[src/rtl/hilo_div.sv]
// hilo_div: multi-cycle 32-bit radix-2 restoring divider for DIV/DIVU.
// Produces {remainder, quotient} 33 cycles after a request is accepted.
// Optional feature macro: HILO_DIV_SIGNED_EN. When it is defined, signed_div_i
// selects signed division. When it is undefined, every request is unsigned.
module hilo_div (
    input  logic        clk,
    input  logic        rst,
    input  logic        signed_div_i,
    input  logic [31:0] opdata1_i,
    input  logic [31:0] opdata2_i,
    input  logic        start_i,
    input  logic        annul_i,
    output logic [63:0] result_o,
    output logic        ready_o
);

    localparam logic [1:0] DivFree   = 2'd0;
    localparam logic [1:0] DivByZero = 2'd1;
    localparam logic [1:0] DivOn     = 2'd2;
    localparam logic [1:0] DivEnd    = 2'd3;

    logic [1:0]  state_q, state_d;
    logic [5:0]  cnt_q, cnt_d;
    // Working register: {rem[32:0], quo[31:0]}
    logic [64:0] work_q, work_d;
    logic [31:0] dvsr_q, dvsr_d;
    logic [63:0] result_q, result_d;
    logic        ready_q, ready_d;

    logic [31:0] mag1, mag2;
    logic [32:0] trial;
    logic [31:0] quo_fin, rem_fin;

    // rem[32] is always zero after an iteration, so it never reaches the result
    logic        unused_rem_msb;
    assign unused_rem_msb = work_q[64];

    // Shift in the next dividend bit and try to subtract the divisor
    assign trial = work_q[63:31] - {1'b0, dvsr_q};

`ifdef HILO_DIV_SIGNED_EN
    logic qneg_q, qneg_d;
    logic rneg_q, rneg_d;
    logic neg1, neg2;

    assign neg1    = signed_div_i & opdata1_i[31];
    assign neg2    = signed_div_i & opdata2_i[31];
    assign mag1    = neg1 ? -opdata1_i : opdata1_i;
    assign mag2    = neg2 ? -opdata2_i : opdata2_i;
    assign quo_fin = qneg_q ? -work_q[31:0] : work_q[31:0];
    assign rem_fin = rneg_q ? -work_q[63:32] : work_q[63:32];
`else
    logic unused_signed_div;
    assign unused_signed_div = signed_div_i;
    assign mag1    = opdata1_i;
    assign mag2    = opdata2_i;
    assign quo_fin = work_q[31:0];
    assign rem_fin = work_q[63:32];
`endif

    // Next-state logic for the divider FSM and datapath
    always_comb begin
        state_d  = state_q;
        cnt_d    = cnt_q;
        work_d   = work_q;
        dvsr_d   = dvsr_q;
        result_d = result_q;
        ready_d  = ready_q;
`ifdef HILO_DIV_SIGNED_EN
        qneg_d   = qneg_q;
        rneg_d   = rneg_q;
`endif
        case (state_q)
            DivFree: begin
                if (start_i && !annul_i) begin
                    if (opdata2_i == 32'd0) begin
                        state_d = DivByZero;
                    end else begin
                        state_d = DivOn;
                        cnt_d   = 6'd0;
                        work_d  = {33'd0, mag1};
                        dvsr_d  = mag2;
`ifdef HILO_DIV_SIGNED_EN
                        qneg_d  = neg1 ^ neg2;
                        rneg_d  = neg1;
`endif
                    end
                end
            end
            DivByZero: begin
                state_d  = DivEnd;
                result_d = 64'd0;
                ready_d  = 1'b1;
            end
            DivOn: begin
                if (annul_i) begin
                    state_d = DivFree;
                    cnt_d   = 6'd0;
                end else if (cnt_q != 6'd32) begin
                    if (!trial[32]) begin
                        work_d = {trial, work_q[30:0], 1'b1};
                    end else begin
                        work_d = {work_q[63:0], 1'b0};
                    end
                    cnt_d = cnt_q + 6'd1;
                end else begin
                    state_d  = DivEnd;
                    cnt_d    = 6'd0;
                    result_d = {rem_fin, quo_fin};
                    ready_d  = 1'b1;
                end
            end
            default: begin
                // DivEnd: hold the result until the requester drops start_i
                if (!start_i) begin
                    state_d  = DivFree;
                    result_d = 64'd0;
                    ready_d  = 1'b0;
                end
            end
        endcase
    end

    // State registers with synchronous active-high reset
    always_ff @(posedge clk) begin
        if (rst) begin
            state_q  <= DivFree;
            cnt_q    <= 6'd0;
            work_q   <= 65'd0;
            dvsr_q   <= 32'd0;
            result_q <= 64'd0;
            ready_q  <= 1'b0;
`ifdef HILO_DIV_SIGNED_EN
            qneg_q   <= 1'b0;
            rneg_q   <= 1'b0;
`endif
        end else begin
            state_q  <= state_d;
            cnt_q    <= cnt_d;
            work_q   <= work_d;
            dvsr_q   <= dvsr_d;
            result_q <= result_d;
            ready_q  <= ready_d;
`ifdef HILO_DIV_SIGNED_EN
            qneg_q   <= qneg_d;
            rneg_q   <= rneg_d;
`endif
        end
    end

    assign result_o = result_q;
    assign ready_o  = ready_q;

endmodule

[config.mk]
export PLATFORM = sky130hd
export DESIGN_NAME = hilo_div
export DESIGN_NICKNAME = d
export VERILOG_FILES = /design/src/rtl/hilo_div.sv
export SDC_FILE = /design/constraint.sdc
export NUM_CORES = 1
export LEC_CHECK = 0
export ABC_AREA = 1
export CORE_MARGIN = 3
export CORE_UTILIZATION = 60
export DETAILED_ROUTE_END_ITERATION = 10
export HOLD_SLACK_MARGIN = 0.05
export PLACE_DENSITY = 0.95
export SLEW_MARGIN = 20
export SYNTH_ARGS = -nofsm -noshare
export SYNTH_HDL_FRONTEND = slang
export SYNTH_SLANG_ARGS = --single-unit
[constraint.sdc]
create_clock -name clk -period 5.21 [get_ports clk]
set_clock_uncertainty 0.15 [all_clocks]
set_input_delay 1.3025 -clock clk [delete_from_list [all_inputs] [get_ports clk]]
set_output_delay 1.3025 -clock clk [all_outputs]
set_load 0.02 [all_outputs]
==> results of run 1 <==
-- worst paths after layout --
check / slack, ns / cells past startpoint / endpoint / start
min: 0.32 / 2 / result_o[61] / result_o[61]
min reg2reg: 0.32 / 2 / result_o[61] / result_o[61]
max reg2reg: 1.76 / 10 / work_q[2] / state_q[0]
max: 1.19 / 11 / work_q[2] / opdata2_i[1]
-- sequential cells by signal, summed over array words and instances, names as in the netlist --
| signal | cells |
|---|---|
| cnt_q | 6 |
| dvsr_q | 32 |
| ready_o | 1 |
| result_o | 64 |
| state_q | 2 |
| work_q | 64 |
-- stage by stage --
step                utilization  cells  hold WS (ns)
floorplan                     -   1488         0.283
global placement          0.712   1774         0.299
detailed placement        0.712   1774         0.304
CTS                       0.750   1806         0.314
global route              0.750   1806         0.328
finish                    0.750   1806         0.318
-- cell families (layout without fill, tap and decap cells) --
group	after synthesis	after routing
simple gates	688	688
fa+ha+maj	39	39
compound gates	285	285
xor+xnor	15	15
flops	169	169
buf+inv	292	399
-- power by group through the flow --
stage | clock, mW | combinational (mW) | sequential, mW
after floorplan | 0 | 0.911 | 1.56
after global placement | 0 | 1.30 | 1.51
after detailed placement | 0 | 1.33 | 1.51
after CTS | 1.30 | 1.36 | 1.49
after global routing | 1.35 | 1.52 | 1.50
final | 1.30 | 1.38 | 1.49
-- synthesized netlist by cell type, types with 4 or more instances --
cell type,count,area (µm²)
a211oi_1,14,105
inv_1,217,815
nor2_1,97,364
nand2_1,433,1630
a21oi_1,120,601
a21oi_2,20,175
nand4_1,16,100
o21ai_0,95,475
buf_2,22,110
nand2_4,6,67.6
nor3_1,5,25.0
clkbuf_1,37,139
inv_2,9,33.8
xor2_1,12,105
a31oi_1,31,194
nor2_2,5,31.3
dfxtp_1,169,3380
nand3_1,96,480
buf_6,4,45.0
ha_1,38,475
nand2_2,20,125
-- worst max-delay path: cells and delay by family --
kind / cells / cell delay (ns)
compound gates: 2 / 0.49
simple gates: 7 / 1.42
buf+inv: 2 / 0.91
-- layout make-up --
class                           instances  area [µm²]  area share
Tap cell                              211         264      0.0227
Inverter                              226         848      0.0731
Timing Repair Buffer                  141        1380       0.119
Sequential cell                       169        3380       0.291
Clock buffer                           18         439      0.0378
Clock inverter                         14         155      0.0134
Multi-Input combinational cell       1027        5140       0.443
-- metal layers --
| layer | vias to the layer above | GRT usage | part of all wire |
|---|---|---|---|
| li1 | 4924 | - | - |
| met1 | 4526 | 0.396 | 0.41 |
| met3 | 115 | 0.0608 | 0.078 |
| met4 | 0 | 0.159 | 0.043 |
| met2 | 512 | 0.532 | 0.47 |
| met5 | - | 0 | 0 |
==> impl_metrics.csv, run 1 <==
group,metric,value,unit
grt,grt_max_degree,77,
grt,grt_overflow,0,
pwr,p_seq_frac,0.358,
sta,period_needed,4.02,ns
worst_setup_path,worstSetupStartpointType,"primary input",
detailed_routing,viasPerCell,5.58,
sta,fin_crit_sh,0.772,
place,dp_hpwl,19.7,mm
logic_synthesis,yosys_most_used_dff,"dfxtp_1",
logic_synthesis,synthXorXnorAreaFrac,0.0136,
pwr,clockPowerShare,0.312,
final_layout,layout.nets,1690,
sta,rsz0062_at_grt,"no",
sta,maxSlewHeadroom,0.296,
pwr,switching_power,1.61,mW
final_layout,layout-drive-gt1-share,0.0708,
sta,worst_slack,1.19,ns
logic_synthesis,synthCells,1488,
pwr,switching_share,0.386,
logic_synthesis,syn-cell-area,9670,µm²
logic_synthesis,synth_warnings,0,
clocking,insertion_delay,0.45,ns
worst_hold_path,hp-class,"reg -> reg",
place,port_buffers,132,
die,die_x,133,µm
sta,worst_slew_pin_slew,1.05,ns
logic_synthesis,synth.avg_cell_area,6.50,µm²
clocking,tritoncts,"yes",
detailed_routing,first_pass_iters,7,
logic_synthesis,synth_fa_ha_area_frac,0.0513,
grt,grtUsageTotal,0.320,
place,gp_congestion,0.998,
clocking,ctsHoldBuffers,0,
pwr,pwr_density_cell,359,nW/µm²
grt,grt_pass1_vias,9425,
die,row_count,45,
die,ios,134,
pwr,pwr-share-comb,0.330,
clocking,cts_setup_buffers,0,
worst_setup_path,critical_path_arrival,4.14,ns
final_layout,antennaDiodeCount,0,
detailed_routing,drt_first_iter_violations,943,
clocking,cts_resized,0,
clocking,cts_buffers,17,
worst_setup_path,crit_path_end_kind,"register",
final_layout,fin_area,11600,µm²
worst_setup_path,critPathKind,"in -> reg",
place,dp_slack,0.857,ns
logic_synthesis,synth_top_family_by_area,"simple AND/OR/NAND/NOR gates",
sta,drv_slew,0,
clocking,cts_max_path_buffers,2,
grt,grt_antenna_before_repair,0,
logic_synthesis,synth-compound-area-share,0.165,
place,placed_cell_area,11000,µm²
final_layout,fill_cells,1162,
clocking,numClockSinks,169,
sta,hold_viol_final,0,
worst_setup_path,cp_data_required_time,5.33,ns
final_layout,mostFrequentLayoutCells,"432 x nand2_1, 216 x inv_1, 169 x dfxtp_1",
detailed_routing,post_drt_wl_per_cell,15.9,µm
detailed_routing,wl,28.8,mm
final_layout,mostFrequentLayoutCell,"nand2_1",
logic_synthesis,synth_edf_count,0,
detailed_routing,ant_nets,0,
logic_synthesis,synth.ff_latch_count,169,
pwr,p_leak,5.29,nW
pwr,internal_power,2.56,mW
logic_synthesis,synthMuxAreaShare,0,
sta,fmax,249,MHz
logic_synthesis,synth_cell_types,32,
worst_setup_path,critPathSlowestCell,"inv_2",
logic_synthesis,ys_seq_area_frac,0.350,
die,die_h,133,µm
sta,finalSetupViolCount,0,
clocking,htree_num_levels,4,
worst_setup_path,crit_path_max_incr_delay,0.49,ns
die,initial_core_util,0.624,
worst_setup_path,cp_cell_sequence,"clkdlybuf4s50_1, nor2_1, nand2_1, nor2_1, nand4_1, nand2_2, nand2_2, nand2_4, inv_2, o21ai_0, a31oi_1",
status,outcome,"complete, no violations",
logic_synthesis,synth_simple_gate_area_frac,0.301,
pwr,total_power,4.17,mW
die,design.die.area,17700,µm²
run,max_cap_violations,0,
clocking,cts_root_buf,"clkbuf_16",
logic_synthesis,synth_nets,1596,
clocking,path_clk_slew,0.07,ns
worst_setup_path,crit_fanout,73,
die,core,15500,µm²
detailed_routing,drc,0,
pwr,ir_worst_vdd,0.000274,V
detailed_routing,num_vias,10100,
final_layout,syn_to_final_growth,20.1,%
sta,setup_tns,0,ns
logic_synthesis,async_reset_ff_frac,0,
grt,grt_pass1_wl,45.9,mm
Note: power is estimated with default switching activity, not from simulation.
==> run 2: changes to the inputs <==
CORE_UTILIZATION = 56   (was 60)
PLACE_DENSITY = 0.91   (was 0.95)
clock period = 4.1 ns   (was 5.21 ns; I/O delays follow)
==> run 2 against run 1 <==
Compared with the run above:
- register-to-register slack lost 0.74 ns
- final area rose by 0.39%
- worst setup slack lost 0.47 ns
- routed wire length down 2.4%
- worst hold slack worse by 0.0075 ns
- sequential power grew 27%
- cell count rose by 0.55%
- highest routed layer unchanged
==> impl_metrics.csv, run 2 (synthesis results as in run 1) <==
group,metric,value,unit
detailed_routing,num_vias,9901,
worst_setup_path,r2r_slack,1.02,ns
worst_setup_path,crit_start,"opdata2_i[3]",
worst_setup_path,rr_endpoint,"work_q[63]",
worst_setup_path,critical_path_arrival,3.59,ns
clocking,insertion_delay,0.44,ns
grt,grt_pass1_vias,9044,
worst_setup_path,crit_path_end_kind,"register",
sta,fin_crit_sh,0.824,
final_layout,antennaDiodeCount,0,
die,core,16800,µm²
sta,maxSlewHeadroom,0.284,
grt,grt_overflow,0,
final_layout,layout-drive-gt1-share,0.0714,
detailed_routing,wl,28.1,mm
pwr,pwr_density_cell,454,nW/µm²
grt,grt_antenna_before_repair,0,
clocking,numClockSinks,169,
worst_setup_path,r2r_cells,17,
grt,grt_pass1_wl,44.4,mm
place,port_buffers,132,
run,max_cap_violations,0,
clocking,cts_buffers,17,
sta,setup_tns,0,ns
die,die_x,137,µm
status,outcome,"complete, no violations",
final_layout,final_util,0.696,
sta,period_needed,3.38,ns
sta,rsz0062_at_grt,"no",
worst_hold_path,worstHoldStart,"dvsr_q[13]",
sta,drv_slew,0,
clocking,cts_setup_buffers,0,
die,ios,134,
grt,grt_max_degree,98,
final_layout,mostFrequentLayoutCells,"432 x nand2_1, 216 x inv_1, 169 x dfxtp_1",
worst_setup_path,crit_fanout,73,
place,gp_congestion,1.01,
sta,fmax,296,MHz
die,die_h,137,µm
clocking,htree_num_levels,4,
clocking,ctsHoldBuffers,0,
die,initial_core_util,0.577,
sta,finalSetupViolCount,0,
worst_setup_path,worstSetupStartpointType,"primary input",
detailed_routing,viasPerCell,5.45,
detailed_routing,drc,0,
final_layout,syn_to_final_growth,20.6,%
final_layout,final_cells,1816,
clocking,tritoncts,"yes",
worst_setup_path,cp_data_required_time,4.31,ns
clocking,cts_resized,0,
die,row_count,47,
pwr,p_leak,5.30,nW
sta,worst_slew_pin_slew,1.07,ns
final_layout,fill_cells,1402,
die,design.die.area,18900,µm²
worst_setup_path,critPathKind,"in -> reg",
worst_hold_path,whs_path_depth,2,
pwr,total_power,5.29,mW
pwr,ir_worst_vdd,0.000336,V
sta,hold_viol_final,0,
worst_setup_path,cp_cell_sequence,"clkdlybuf4s50_1, nor2_1, nand2_1, nor2_1, nand4_1, nand2_2, nand2_2, nand2_4, inv_2, o21ai_0, a21oi_1",
place,dp.cells,1784,
final_layout,layout.nets,1691,
grt,grtUsageTotal,0.298,
detailed_routing,ant_nets,0,
detailed_routing,post_drt_wl_per_cell,15.5,µm
place,dp_hpwl,19.9,mm
worst_setup_path,r2r-start,"work_q[31]",
clocking,cts_root_buf,"clkbuf_16",
clocking,cts_max_path_buffers,2,
clocking,path_clk_slew,0.07,ns
detailed_routing,first_pass_iters,6,
final_layout,mostFrequentLayoutCell,"nand2_1",
worst_setup_path,crit_path_max_incr_delay,0.77,ns
worst_hold_path,min_to,"dvsr_q[13]",
worst_hold_path,hp-class,"reg -> reg",
sta,hold_ws,0.311,ns
detailed_routing,drt_first_iter_violations,761,
worst_setup_path,critPathSlowestCell,"inv_2",
run 2: power by group:
group | switching (mW) | internal [mW]
logic | 1.18 | 0.578
registers | 0.0895 | 1.80
clock network | 0.811 | 0.823
run 2: final cells by class:
cell class | instances | area (µm²) | share of cell area
inverter | 226 | 848 | 0.0728
clock buffer | 17 | 425 | 0.0365
tap | 220 | 275 | 0.0236
timing repair buffer | 142 | 1400 | 0.120
sequential | 169 | 3380 | 0.290
clock inverter | 15 | 183 | 0.0157
multi-input combinational | 1027 | 5140 | 0.441
run 2: how the worst max path moves through the flow:
stage | to | depth (start not counted)
2_1_floorplan | work_q[10] | 11
3_3_place_gp | work_q[28] | 11
3_5_place_dp | work_q[19] | 11
4_1_cts | work_q[10] | 11
5_1_grt | work_q[29] | 11
6_report | work_q[36] | 11
run 2: worst max-delay path: cells and delay by family:
family	cells	cell delay [ns]
buffers and inverters	2	1.25
AO/OA/AOI/OAI	2	0.44
AND/OR/NAND/NOR	7	0.83
run 2: routing by layer:
layer | vias to the layer above | wire length (µm) | part of all wire | global-route usage
met4 | 0 | 1110 | 0.039 | 0.137
met5 | - | 0 | 0 | 0
met2 | 368 | 12600 | 0.45 | 0.463
li1 | 4924 | - | - | -
met3 | 77 | 2010 | 0.072 | 0.0665
met1 | 4532 | 12300 | 0.44 | 0.396
run 2: per-stage QoR:
step / worst slack [ns] / cell area, µm²
after floorplan: 1.67 / 9670
after global placement: 0.489 / 11000
after detailed placement: 0.390 / 11000
after CTS: 0.790 / 11700
after global routing: 0.524 / 11700
final: 0.720 / 11700
==> run 3: changes to the inputs <==
clock period = 3.2 ns   (was 4.1 ns; I/O delays follow)
==> run 3 against run 2 <==
Compared with the run above:
- final area rose by 1.1%
- register-to-register slack got worse by 0.74 ns
- via count increased by 1.1%
- die area unchanged
- non-clock buffer count rose by 8
- largest power group unchanged
- highest routed layer unchanged
==> impl_metrics.csv, run 3 (synthesis results as in run 1) <==
group,metric,value,unit
place,port_buffers,132,
final_layout,syn_to_final_growth,21.9,%
pwr,internal_power,4.31,mW
detailed_routing,drt_first_iter_violations,895,
final_layout,final_util,0.703,
final_layout,layout-drive-gt1-share,0.0761,
pwr,ir_worst_vdd,0.000442,V
clocking,cts_root_buf,"clkbuf_16",
worst_setup_path,crit_path_end_kind,"register",
clocking,insertion_delay,0.44,ns
pwr,clockPowerShare,0.316,
die,design.die.area,18900,µm²
worst_setup_path,crit_fanout,18,
worst_setup_path,critPathKind,"reg -> reg",
sta,period_needed,2.92,ns
detailed_routing,ant_nets,0,
sta,maxSlewHeadroom,0.345,
place,gp_congestion,0.979,
sta,finalSetupViolCount,0,
sta,hold_viol_final,0,
final_layout,mostFrequentLayoutCell,"nand2_1",
detailed_routing,dr_wl_met2,13.0,mm
sta,worst_slew_pin_slew,0.983,ns
grt,grt_pass1_wl,45.3,mm
clocking,cts_resized,0,
die,row_count,47,
clocking,cts_buffers,17,
die,initial_core_util,0.577,
detailed_routing,viasPerCell,5.49,
grt,grt_pass1_vias,9299,
detailed_routing,routed.top_layer,"met4",
pwr,switching_power,2.62,mW
detailed_routing,num_vias,10000,
detailed_routing,first_pass_iters,7,
clocking,tritoncts,"yes",
run,max_cap_violations,0,
grt,grt_overflow,0,
detailed_routing,post_drt_wl_per_cell,15.6,µm
pwr,p_seq_frac,0.350,
detailed_routing,drc,0,
pwr,switching_share,0.377,
worst_setup_path,cp_data_required_time,3.32,ns
worst_setup_path,worstSetupStartpointType,"register",
pwr,p_leak,5.37,nW
die,die_x,137,µm
detailed_routing,wl_met3,2.30,mm
detailed_routing,wl,28.5,mm
pwr,pwr-share-comb,0.333,
sta,rsz0062_at_grt,"no",
sta,fmax,343,MHz
status,outcome,"complete, no violations",
grt,grt_antenna_before_repair,0,
place,dp_slack,-0.0325,ns
clocking,path_clk_slew,0.07,ns
final_layout,layout.nets,1699,
die,core,16800,µm²
clocking,cts_max_path_buffers,2,
sta,drv_slew,0,
final_layout,mostFrequentLayoutCells,"432 x nand2_1, 216 x inv_1, 169 x dfxtp_1",
clocking,cts_setup_buffers,0,
pwr,pwr_density_cell,588,nW/µm²
die,ios,134,
final_layout,fill_cells,1330,
worst_hold_path,hp-class,"reg -> reg",
final_layout,antennaDiodeCount,0,
pwr,total_power,6.93,mW
clocking,htree_num_levels,4,
die,die_h,137,µm
grt,grtUsageTotal,0.303,
worst_setup_path,critical_path_arrival,3.04,ns
grt,grt_max_degree,77,
clocking,ctsHoldBuffers,0,
sta,worst_slack,0.285,ns
clocking,numClockSinks,169,
sta,fin_crit_sh,0.911,
detailed_routing,wl_met1,12.0,mm
place,dp_hpwl,20.4,mm
==> run 3: cell types whose count changed in the layout (fill, tap and decap cells not counted) <==
cell | previous run | this run
clkinv_8 | 6 | 1
buf_12 | 1 | 5
buf_4 | 9 | 13
inv_6 | 1 | 4
bufinv_16 | 0 | 2
clkbuf_8 | 0 | 2
clkinv_4 | 1 | 0
clkinvlp_4 | 3 | 2
==> run 3: path summary, 6_finish.rpt <==
check | start | slack, ns | cells after the start | to
max | work_q[31] | 0.28 | 17 | work_q[50]
min | result_o[61] | 0.32 | 2 | result_o[61]
max reg2reg | work_q[31] | 0.28 | 17 | work_q[50]
min reg2reg | result_o[61] | 0.32 | 2 | result_o[61]
==> run 3: critical path: stages, from the launching register on <==
cell	delay, ns
dfxtp_1	0.33
inv_1	0.09
ha_1	0.14
inv_1	0.11
fa_1	0.48
nand2_1	0.09
nand2_1	0.09
nand3_2	0.09
nand2_2	0.11
nand2_2	0.10
nand2_4	0.07
nand2_4	0.09
nand3_2	0.12
nand2_4	0.25
buf_12	0.20
nand2_1	0.07
nand3_1	0.08
a21oi_1	0.07
==> run 3: cell type report <==
cell class | count | area [µm²] | share of cell area
Multi-Input combinational cell | 1027 | 5140 | 0.436
Sequential cell | 169 | 3380 | 0.287
Timing Repair Buffer | 150 | 1510 | 0.128
Inverter | 226 | 848 | 0.0720
Clock buffer | 19 | 453 | 0.0384
Tap cell | 220 | 275 | 0.0234
Clock inverter | 13 | 171 | 0.0145
==> run 3: power groups by stage <==
stage	Sequential (mW)	Clock, mW	Combinational, mW
after floorplan	2.53	0	1.48
after global placement	2.46	0	2.19
after CTS	2.42	2.21	2.27
after detailed placement	2.47	0	2.23
after global routing	2.45	2.29	2.53
final	2.43	2.19	2.31
==> run 3: layer usage <==
layer	track usage	vias up
li1	-	4946
met2	0.485	434
met5	0	-
met1	0.391	4556
met4	0.142	0
met3	0.0636	74
==> run 3: per-stage QoR <==
stage               cell area, µm²  hold WS, ns  cells  setup TNS (ns)
floorplan                     9670        0.283   1488               0
global placement             11200        0.299   1792               0
detailed placement           11200        0.307   1792          -0.112
CTS                          11800        0.317   1824               0
global route                 11800        0.341   1824               0
finish                       11800        0.316   1824               0
